==> src/rtl/decode_pipe.sv <==
// RV32I decode stage: cracks an instruction into fields, immediate and control
// word, and registers the result behind a valid/ready handshake with an
// optional 2-entry skid buffer. Flush discards everything held and incoming.
module decode_pipe #(
    parameter int XLEN    = 32,
    parameter bit SKID_EN = 1'b1
) (
    input  logic            clk,
    input  logic            rst,
    input  logic            flush,
    input  logic            in_valid,
    output logic            in_ready,
    input  logic [31:0]     in_instruction,
    input  logic [XLEN-1:0] in_pc,
    output logic            out_valid,
    input  logic            out_ready,
    output logic [XLEN-1:0] out_pc,
    output logic [XLEN-1:0] imm,
    output logic [4:0]      rd,
    output logic [4:0]      rs1,
    output logic [4:0]      rs2,
    output logic [2:0]      func3,
    output logic [6:0]      func7,
    output logic [6:0]      opcode,
    output logic [14:0]     ctrl
);

    // Bundle layout: {pc, imm, rd, rs1, rs2, func3, func7, opcode, ctrl}
    localparam int BW = 2*XLEN + 47;

    localparam logic [6:0] OP_LUI    = 7'b0110111;
    localparam logic [6:0] OP_AUIPC  = 7'b0010111;
    localparam logic [6:0] OP_JAL    = 7'b1101111;
    localparam logic [6:0] OP_JALR   = 7'b1100111;
    localparam logic [6:0] OP_BRANCH = 7'b1100011;
    localparam logic [6:0] OP_LOAD   = 7'b0000011;
    localparam logic [6:0] OP_STORE  = 7'b0100011;
    localparam logic [6:0] OP_IMM    = 7'b0010011;
    localparam logic [6:0] OP_REG    = 7'b0110011;
    localparam logic [6:0] OP_SYSTEM = 7'b1110011;

    localparam logic [3:0] ALU_AND  = 4'b0000;
    localparam logic [3:0] ALU_OR   = 4'b0001;
    localparam logic [3:0] ALU_ADD  = 4'b0010;
    localparam logic [3:0] ALU_XOR  = 4'b0011;
    localparam logic [3:0] ALU_SLL  = 4'b0100;
    localparam logic [3:0] ALU_SRL  = 4'b0101;
    localparam logic [3:0] ALU_SUB  = 4'b0110;
    localparam logic [3:0] ALU_SLT  = 4'b0111;
    localparam logic [3:0] ALU_SRA  = 4'b1000;
    localparam logic [3:0] ALU_SLTU = 4'b1001;

    // Shift func7 check; RV64 uses func7[0] as the sixth shamt bit.
    function automatic logic shamt_f7_ok(input logic [6:0] f7, input logic [6:0] pat);
        if (XLEN == 64) begin
            shamt_f7_ok = (f7[6:1] == pat[6:1]);
        end else begin
            shamt_f7_ok = (f7 == pat);
        end
    endfunction

    // ALU operation selected by func3 for the base register/immediate ops.
    function automatic logic [3:0] alu_from_f3(input logic [2:0] f3);
        case (f3)
            3'b000:  alu_from_f3 = ALU_ADD;
            3'b001:  alu_from_f3 = ALU_SLL;
            3'b010:  alu_from_f3 = ALU_SLT;
            3'b011:  alu_from_f3 = ALU_SLTU;
            3'b100:  alu_from_f3 = ALU_XOR;
            3'b101:  alu_from_f3 = ALU_SRL;
            3'b110:  alu_from_f3 = ALU_OR;
            default: alu_from_f3 = ALU_AND;
        endcase
    endfunction

    logic [6:0]      w_op;
    logic [2:0]      w_f3;
    logic [6:0]      w_f7;
    logic [XLEN-1:0] w_imm_i, w_imm_s, w_imm_b, w_imm_u, w_imm_j;
    logic [XLEN-1:0] w_imm;
    logic [14:0]     w_ctrl;
    logic            w_mwr, w_mrd, w_regw, w_alusrc, w_branch, w_jump, w_m2r, w_ill;
    logic [2:0]      w_aluop;
    logic [3:0]      w_aluctl;
    logic [BW-1:0]   w_bundle;
    logic            w_accept, w_xfer, w_in_ready;

    logic            r_out_valid;
    logic            r_skid_valid;
    logic [BW-1:0]   r_out;
    logic [BW-1:0]   r_skid;

    assign w_op = in_instruction[6:0];
    assign w_f3 = in_instruction[14:12];
    assign w_f7 = in_instruction[31:25];

    assign w_imm_i = XLEN'($signed(in_instruction[31:20]));
    assign w_imm_s = XLEN'($signed({in_instruction[31:25], in_instruction[11:7]}));
    assign w_imm_b = XLEN'($signed({in_instruction[31], in_instruction[7],
                                    in_instruction[30:25], in_instruction[11:8], 1'b0}));
    assign w_imm_u = XLEN'($signed({in_instruction[31:12], 12'h000}));
    assign w_imm_j = XLEN'($signed({in_instruction[31], in_instruction[19:12],
                                    in_instruction[20], in_instruction[30:21], 1'b0}));

    // Opcode decode: control fields, immediate selection and illegal detection.
    always_comb begin
        w_mwr    = 1'b0;
        w_mrd    = 1'b0;
        w_regw   = 1'b0;
        w_alusrc = 1'b0;
        w_branch = 1'b0;
        w_jump   = 1'b0;
        w_m2r    = 1'b0;
        w_ill    = 1'b0;
        w_aluop  = 3'b000;
        w_aluctl = ALU_AND;
        w_imm    = '0;
        case (w_op)
            OP_LUI: begin
                w_aluop = 3'b100; w_alusrc = 1'b1; w_regw = 1'b1; w_aluctl = ALU_ADD; w_imm = w_imm_u;
            end
            OP_AUIPC: begin
                w_aluop = 3'b101; w_alusrc = 1'b1; w_regw = 1'b1; w_aluctl = ALU_ADD; w_imm = w_imm_u;
            end
            OP_JAL: begin
                w_aluop = 3'b011; w_alusrc = 1'b1; w_regw = 1'b1; w_jump = 1'b1;
                w_aluctl = ALU_ADD; w_imm = w_imm_j;
            end
            OP_JALR: begin
                w_aluop = 3'b111; w_alusrc = 1'b1; w_regw = 1'b1; w_jump = 1'b1;
                w_aluctl = ALU_ADD; w_imm = w_imm_i; w_ill = (w_f3 != 3'b000);
            end
            OP_BRANCH: begin
                w_aluop = 3'b001; w_branch = 1'b1; w_aluctl = ALU_SUB; w_imm = w_imm_b;
                w_ill = (w_f3 == 3'b010) || (w_f3 == 3'b011);
            end
            OP_LOAD: begin
                w_aluop = 3'b000; w_alusrc = 1'b1; w_mrd = 1'b1; w_m2r = 1'b1; w_regw = 1'b1;
                w_aluctl = ALU_ADD; w_imm = w_imm_i;
                w_ill = (w_f3 == 3'b011) || (w_f3 == 3'b110) || (w_f3 == 3'b111);
            end
            OP_STORE: begin
                w_aluop = 3'b000; w_alusrc = 1'b1; w_mwr = 1'b1; w_aluctl = ALU_ADD; w_imm = w_imm_s;
                w_ill = (w_f3 >= 3'b011);
            end
            OP_IMM: begin
                w_aluop = 3'b010; w_alusrc = 1'b1; w_regw = 1'b1; w_imm = w_imm_i;
                case (w_f3)
                    3'b001: begin
                        w_aluctl = ALU_SLL;
                        w_ill    = !shamt_f7_ok(w_f7, 7'b0000000);
                    end
                    3'b101: begin
                        if (shamt_f7_ok(w_f7, 7'b0000000)) begin
                            w_aluctl = ALU_SRL;
                        end else if (shamt_f7_ok(w_f7, 7'b0100000)) begin
                            w_aluctl = ALU_SRA;
                        end else begin
                            w_aluctl = ALU_SRL;
                            w_ill    = 1'b1;
                        end
                    end
                    default: w_aluctl = alu_from_f3(w_f3);
                endcase
            end
            OP_REG: begin
                w_aluop = 3'b010; w_regw = 1'b1;
                if (w_f7 == 7'b0000000) begin
                    w_aluctl = alu_from_f3(w_f3);
                end else if ((w_f7 == 7'b0100000) && (w_f3 == 3'b000)) begin
                    w_aluctl = ALU_SUB;
                end else if ((w_f7 == 7'b0100000) && (w_f3 == 3'b101)) begin
                    w_aluctl = ALU_SRA;
                end else begin
                    w_aluctl = ALU_ADD;
                    w_ill    = 1'b1;
                end
            end
            OP_SYSTEM: begin
                w_aluop = 3'b110; w_imm = w_imm_i;
            end
            default: w_ill = 1'b1;
        endcase
        // Illegal bundles still flow but must not write state or redirect.
        w_ctrl = {w_aluctl, w_aluop, w_ill, w_m2r, w_jump & ~w_ill, w_branch & ~w_ill,
                  w_alusrc, w_regw & ~w_ill, w_mrd & ~w_ill, w_mwr & ~w_ill};
    end

    assign w_bundle = {in_pc, w_imm, in_instruction[11:7], in_instruction[19:15],
                       in_instruction[24:20], w_f3, w_f7, w_op, w_ctrl};

    assign w_in_ready = SKID_EN ? !r_skid_valid : (!r_out_valid || out_ready);
    assign w_accept   = in_valid && w_in_ready;
    assign w_xfer     = r_out_valid && out_ready;

    // Output register and skid buffer; skid always drains before new input.
    always_ff @(posedge clk or posedge rst) begin
        if (rst) begin
            r_out_valid  <= 1'b0;
            r_skid_valid <= 1'b0;
            r_out        <= '0;
            r_skid       <= '0;
        end else if (flush) begin
            r_out_valid  <= 1'b0;
            r_skid_valid <= 1'b0;
        end else if (w_xfer) begin
            if (r_skid_valid) begin
                r_out        <= r_skid;
                r_out_valid  <= 1'b1;
                r_skid_valid <= 1'b0;
            end else if (w_accept) begin
                r_out        <= w_bundle;
                r_out_valid  <= 1'b1;
            end else begin
                r_out_valid  <= 1'b0;
            end
        end else if (w_accept) begin
            if (r_out_valid) begin
                r_skid       <= w_bundle;
                r_skid_valid <= 1'b1;
            end else begin
                r_out        <= w_bundle;
                r_out_valid  <= 1'b1;
            end
        end
    end

    assign in_ready  = w_in_ready;
    assign out_valid = r_out_valid;
    assign {out_pc, imm, rd, rs1, rs2, func3, func7, opcode, ctrl} = r_out;

endmodule

==> config.mk <==
export PLATFORM = sky130hd
export DESIGN_NAME = decode_pipe
export DESIGN_NICKNAME = d
export VERILOG_FILES = /design/src/rtl/decode_pipe.sv
export SDC_FILE = /design/constraint.sdc
export NUM_CORES = 1
export LEC_CHECK = 0
export BUFFER_PORTS_ARGS = -buffer_cell sky130_fd_sc_hd__clkbuf_2
export CAP_MARGIN = 10
export CORE_AREA = 3 3 148 150
export CTS_BUF_LIST = sky130_fd_sc_hd__clkbuf_2 sky130_fd_sc_hd__clkbuf_4 sky130_fd_sc_hd__clkbuf_8
export CTS_CLUSTER_DIAMETER = 200
export DETAILED_ROUTE_END_ITERATION = 6
export DIE_AREA = 0 0 151 153
export HOLD_SLACK_MARGIN = 0.03
export PLACE_DENSITY = 0.74
export SYNTH_ARGS = -nofsm -noshare
export SYNTH_HDL_FRONTEND = slang
export SYNTH_SLANG_ARGS = --single-unit
==> constraint.sdc <==
create_clock -name clk -period 6.5 [get_ports clk]
set_input_delay 0 -clock clk [delete_from_list [all_inputs] [get_ports clk]]
set_output_delay 0 -clock clk [all_outputs]
set_load 0.01 [all_outputs]
==> impl_metrics.csv, run 1 <==
group,metric,value,unit
yosys,syn_inst,1160,
layout,fillers,1820,
yosys,syn_area,0.00993,sq mm
power,peakVddDrop,0.000184,V
yosys,ys_ff_latch,224,
global_route,grt_antenna_before_repair,0,
setup_path,cp-end-kind,"flip-flop",
yosys,ys_async_sr_fraction,100,%
timing,rsz0062_at_grt,"false",
floorplanning,die_area,0.0231,sq mm
setup_path,arrival,3.48,ns
yosys,yosysWarnings,0,
power,p_comb_share,16.3,%
job,cap_violations,0,
drt,dr.pass1.iters,5,
setup_path,cp_max_fo,108,
setup_path,slowest_delay,0.92,ns
setup_path,rr_endpoint,"r_out[51]",
setup_path,r2r_start,"out_valid",
drt,num_vias,9018,
yosys,ys.flop_type,"dfrtp_1",
power,p_total,3.65,mW
yosys,ys_types,50,
clock_tree,clockBufferDepth,3,
layout,diodes,0,
floorplanning,start_util,47.7,%
setup_path,r2r_cells,8,
clock_tree,path_clk_slew,0.06,ns
setup_path,crit_top_cell,"buf_4",
floorplanning,rows,53,
placement,dpl.hpwl,17.1,mm
global_route,grt_use_total,24.5,%
global_route,grt_remaining_overflow,0,
setup_path,crit_type,"flip-flop to flip-flop",
yosys,synth_edf_count,0,
floorplanning,die_w,151,um
timing,setup_viol,0,
setup_path,cp-startpoint,"out_valid",
power,p_switching,1.03,mW
yosys,synthesis.nets,1229,
clock_tree,clk_latency,0.52,ns
setup_path,worst_path_max_delay_cell,"buf_4",
hold_path,hold_path_depth,4,
layout,layout-drive-gt1-share,19.8,%
timing,hold_viol_final,0,
global_route,grt_pass1_vias,8760,
setup_path,r2r_slack,3.48,ns
power,p_leak,6.13,nW
timing,slew_headroom,30.0,%
floorplanning,fp.coreArea,0.0208,sq mm
drt,routed_wirelength,28.2,mm
floorplanning,ios,182,
drt,drt_iter0_drc,824,
timing,drv_slew,0,
yosys,syn_area_per_cell,8.56,sq um
power,powerDensity,292,mW/mm^2
setup_path,worstPathCellList,"inv_1 > o22ai_1 > nor3_2 > buf_4 > buf_4 > o21ai_0 > a21oi_1 > a21o_1",
drt,ant_nets,0,
timing,fin_setup_tns,0,ns
setup_path,cp-start-kind,"flip-flop",
clock_tree,root_buffer,"clkbuf_8",
clock_tree,cts_inserted_buffers,38,
run_status,status,"completed",
placement,portBuffers,181,
power,netSwitchingFraction,28.3,%
clock_tree,cts_tree,"done",
clock_tree,htree_levels,2,
drt,wire_per_inst,16.8,um
hold_path,hold_path_class,"primary input to flip-flop",
setup_path,endpoint,"r_out[51]",
timing,fmax,331,MHz
timing,fin_skew,0.00945,ns
clock_tree,cts-resized-gates,0,
yosys,yosysSeqAreaShare,56.4,%
timing,tightest_slew,1.05,ns
setup_path,crit_required,6.96,ns
power,p_seq_share,47.8,%
layout,area_growth,25.7,%
drt,drc_errors,0,
power,p_int,2.62,mW
placement,globalplace.congestion,0.913,
clock_tree,cts_sinks,224,
layout,layout.nets,1444,
timing,fin_crit_sh,46.5,%
global_route,grt_first_pass_wirelength,45.7,mm
floorplanning,die_h,153,um
global_route,grt_max_degree,148,
drt,viasPerCell,5.38,
power,p_clk_share,35.9,%
timing,finalCriticalPeriod,3.02,ns
==> metal layers <==
metal	vias to the layer above	wire length, um	track usage, %
met2	320	13300	38.3
li1	4325	-	-
met4	0	744	7.64
met3	54	1940	4.48
met5	-	0	0
met1	4319	12200	34.8
==> flip-flops by register name (all words and copies together) (netlist names) <==
register / count
r_skid: 111
out_valid: 1
r_skid_valid: 1
r_out: 111
==> worst max-delay path: cells and delay by family (launching register included) <==
kind / cells / cell delay, ns
DFF: 1 / 0.47
and+or+nand+nor: 1 / 0.16
AOI/OAI and AO/OA: 4 / 0.60
buffers and inverters: 3 / 1.61
==> repair_timing <==
action                    in CTS  in global routing
setup buffers                  0                  0
hold endpoints to repair     335                  0
hold buffers                  71                  0
==> cells by family after synthesis <==
family          share of synthesized area, %
simple gates                            24.0
buf+inv                                 3.63
compound gates                          15.7
mux                                    0.227
flops                                   56.4
==> per-stage QoR <==
stage	area [sq um]	utilization [%]	worst slack, ns	hold slack, ns	instances
3_5_place_dp	11000	52.7	3.54	0.210	1539
6_report	12500	60.0	3.48	0.234	1677
4_1_cts	12500	60.0	3.51	0.205	1677
2_1_floorplan	9930	-	0.366	0.0631	1160
3_3_place_gp	11000	52.7	3.61	0.211	1539
5_1_grt	12500	60.0	3.14	0.238	1677
==> cells in the mapped netlist (4+ instances only) <==
cell type / number / share of area [%]
a21o_1: 9 / 0.68
nor3_1: 6 / 0.30
nand2b_1: 7 / 0.44
inv_1: 7 / 0.26
nand2_1: 397 / 15
a21oi_1: 65 / 3.3
nor2b_1: 4 / 0.25
dfrtp_1: 224 / 56
clkbuf_1: 83 / 3.1
nand3_1: 12 / 0.60
o21ai_1: 29 / 1.5
o21ai_0: 53 / 2.7
a22oi_1: 5 / 0.38
nor2_1: 102 / 3.9
and3_1: 26 / 1.6
a31oi_1: 74 / 4.7
==> final cells by class <==
cell class / instances / area [sq um] / area share (%)
Clock buffer: 64 / 787 / 6.30
Sequential cell: 224 / 5610 / 44.9
Timing Repair Buffer: 263 / 1700 / 13.6
Tap cell: 275 / 344 / 2.76
Clock inverter: 3 / 15.0 / 0.120
Multi-Input combinational cell: 841 / 4000 / 32.0
Inverter: 7 / 33.8 / 0.271
==> cell usage in the layout (no fill, tap or decap), drive strengths merged, types with 2 or more instances in the layout <==
| master | n |
|---|---|
| nor4b | 3 |
| clkbuf | 245 |
| a221oi | 3 |
| inv | 7 |
| o31ai | 2 |
| buf | 11 |
| a32oi | 3 |
| nand2b | 7 |
| clkinv | 3 |
| o22ai | 3 |
| nor3b | 3 |
| mux2 | 2 |
| a2111oi | 2 |
| a2bb2oi | 2 |
| or4 | 2 |
| nand2 | 397 |
| nand4b | 2 |
| dlygate4sd3 | 71 |
| o21ai | 85 |
| a21o | 9 |
| nor3 | 6 |
| a22o | 2 |
| o21a | 3 |
| nor2 | 102 |
| a22oi | 5 |
| a21oi | 65 |
| dfrtp | 224 |
| nor2b | 4 |
| and3 | 26 |
| nor4 | 2 |
| nand3 | 12 |
| or3 | 3 |
| a31oi | 74 |
==> power groups by stage <==
stage	sequential (mW)	combinational [mW]	clock, mW
2_1_floorplan	1.79	0.287	0
3_3_place_gp	1.76	0.551	0
3_5_place_dp	1.76	0.567	0
4_1_cts	1.74	0.602	1.34
5_1_grt	1.77	0.674	1.40
6_report	1.74	0.596	1.31
==> worst min-delay path by stage <==
stage	endpoint	from	slack, ns
floorplan	out_valid	flush	0.06
global placement	r_skid[100]	in_pc[21]	0.21
detailed placement	r_skid[108]	in_pc[29]	0.21
CTS	r_skid[87]	in_pc[8]	0.20
global route	r_skid[105]	in_pc[26]	0.24
finish	r_skid[110]	in_pc[31]	0.23
Note: power is estimated with default switching activity, not from simulation.
==> run 2, diff against run 1 <==
PLACE_DENSITY = 0.71   (was 0.74)
clock period = 2.9 ns   (was 6.5 ns; I/O delays follow)
==> impl_metrics.csv, run 2 (same netlist as run 1, synthesis figures left out) <==
group,metric,value,unit
power,peakVddDrop,0.000313,V
setup_path,cp-end-kind,"flip-flop",
timing,setup_viol,0,
drt,drt_iter0_drc,687,
layout,top_regs,"r_out: 111 flops, r_skid: 111 flops",
layout,layout.nets,1449,
placement,globalplace.congestion,0.916,
clock_tree,cts_tree,"done",
layout,fin_area,0.0125,sq mm
timing,rsz0062_at_grt,"false",
setup_path,r2r_start,"out_valid",
clock_tree,root_buffer,"clkbuf_8",
global_route,grt_first_pass_wirelength,45.7,mm
timing,fmax,450,MHz
timing,fin_hold_ws,0.233,ns
drt,dr.pass1.iters,4,
setup_path,crit_type,"primary input to flip-flop",
drt,wire_per_inst,16.8,um
layout,final_cell_mix,"397 x nand2_1, 224 x dfrtp_1, 181 x clkbuf_2",
timing,fin_crit_sh,76.6,%
run_status,status,"completed",
floorplanning,ios,182,
timing,hold_viol_final,0,
hold_path,hold_path_class,"primary input to flip-flop",
clock_tree,postCtsSetupBuffers,0,
power,netSwitchingFraction,28.3,%
clock_tree,cts_inserted_buffers,39,
setup_path,crit_required,3.30,ns
power,p_switching,2.26,mW
layout,area_growth,25.9,%
placement,portBuffers,181,
power,powerDensity,638,mW/mm^2
clock_tree,cts-resized-gates,0,
global_route,grt_antenna_before_repair,0,
setup_path,cp_max_fo,6,
clock_tree,cts_sinks,224,
drt,viasPerCell,5.35,
hold_path,min_from,"in_pc[11]",
timing,fin_setup_tns,0,ns
timing,finalCriticalPeriod,2.22,ns
timing,drv_slew,0,
placement,dpl.hpwl,17.5,mm
floorplanning,die_h,153,um
timing,slew_headroom,45.5,%
clock_tree,clk_latency,0.53,ns
clock_tree,htree_levels,2,
global_route,grt_pass1_vias,8699,
floorplanning,die_w,151,um
floorplanning,die_area,0.0231,sq mm
setup_path,r2r_slack,0.82,ns
placement,dp_slack,0.756,ns
drt,drc_errors,0,
placement,placed_cells,1545,
floorplanning,fp.coreArea,0.0208,sq mm
power,p_seq_share,49.0,%
power,p_comb_share,16.9,%
timing,worst_slack,0.679,ns
layout,layout-drive-gt1-share,19.5,%
clock_tree,clockBufferDepth,3,
global_route,grt_use_total,24.3,%
drt,ant_nets,0,
global_route,grt_max_degree,136,
clock_tree,holdBufCountCts,69,
power,p_leak,6.12,nW
power,p_int,5.72,mW
layout,diodes,0,
floorplanning,rows,53,
floorplanning,start_util,47.7,%
layout,post-route-util,60.0,%
setup_path,rr_endpoint,"r_skid[13]",
layout,final_cells,1670,
hold_path,hold_path_depth,4,
hold_path,whs_endpoint,"r_skid[90]",
power,p_clk_share,34.2,%
global_route,grt_remaining_overflow,0,
timing,fin_skew,0.0254,ns
placement,dpl_cell_area,0.0111,sq mm
drt,num_vias,8939,
setup_path,cp-start-kind,"primary input",
clock_tree,path_clk_slew,0.06,ns
layout,layout_commonest_cell,"nand2_1",
drt,routed_wirelength,28.0,mm
timing,tightest_slew,0.797,ns
power,p_total,7.98,mW
setup_path,arrival,2.62,ns
setup_path,r2r_cells,4,
job,cap_violations,0,
==> run 2: changes by cell type in the layout (fill, tap and decap cells not counted) <==
| cell | previous run | this run |
|---|---|---|
| clkbuf_8 | 49 | 47 |
| inv_8 | 1 | 0 |
| dlygate4sd3_1 | 71 | 69 |
| buf_4 | 11 | 10 |
| clkinv_2 | 3 | 1 |
| buf_12 | 0 | 7 |
| clkbuf_4 | 15 | 8 |
| clkinvlp_4 | 0 | 1 |
==> run 2: critical path: stages <==
cell           delay [ns]
dlygate4sd3_1        0.53
clkbuf_2             0.16
or4_4                0.56
or4b_1               0.49
a32oi_1              0.30
o211ai_2             0.16
or2_4                0.30
o21a_1               0.11
==> run 2: area by class of cell <==
| type | instances | area [sq um] |
|---|---|---|
| Fill cell | 1871 | 8320 |
| Sequential cell | 224 | 5610 |
| Multi-Input combinational cell | 841 | 4000 |
| Timing Repair Buffer | 267 | 1810 |
| Clock buffer | 55 | 707 |
| Tap cell | 275 | 344 |
| Inverter | 7 | 30.0 |
| Clock inverter | 1 | 5.00 |
==> run 2: how the worst max path moves through the flow <==
stage	to	slack [ns]	cells after the start	start
after floorplan	out_valid	-0.02	1	rst
after global placement	r_skid[7]	0.80	7	in_instruction[25]
after detailed placement	r_skid[7]	0.76	7	in_instruction[25]
after CTS	r_skid[7]	0.74	8	in_instruction[25]
after global routing	r_out[11]	0.61	8	in_instruction[25]
final	r_skid[7]	0.68	8	in_instruction[25]
==> run 2: routing by layer <==
layer	global-route usage [%]	part of all wire, %	vias to the layer above	wire (um)
met2	37.6	46	295	12900
met5	0	0	-	0
met4	7.34	2.7	0	766
met1	34.4	44	4249	12400
li1	-	-	4330	-
met3	5.69	7.1	65	1980
==> run 2: power groups by stage <==
stage	sequential (mW)	combinational, mW	clock [mW]
after floorplan	4.02	0.643	0
after global placement	3.94	1.26	0
after detailed placement	3.96	1.29	0
after CTS	3.91	1.36	2.81
after global routing	3.97	1.53	2.93
final	3.91	1.35	2.73
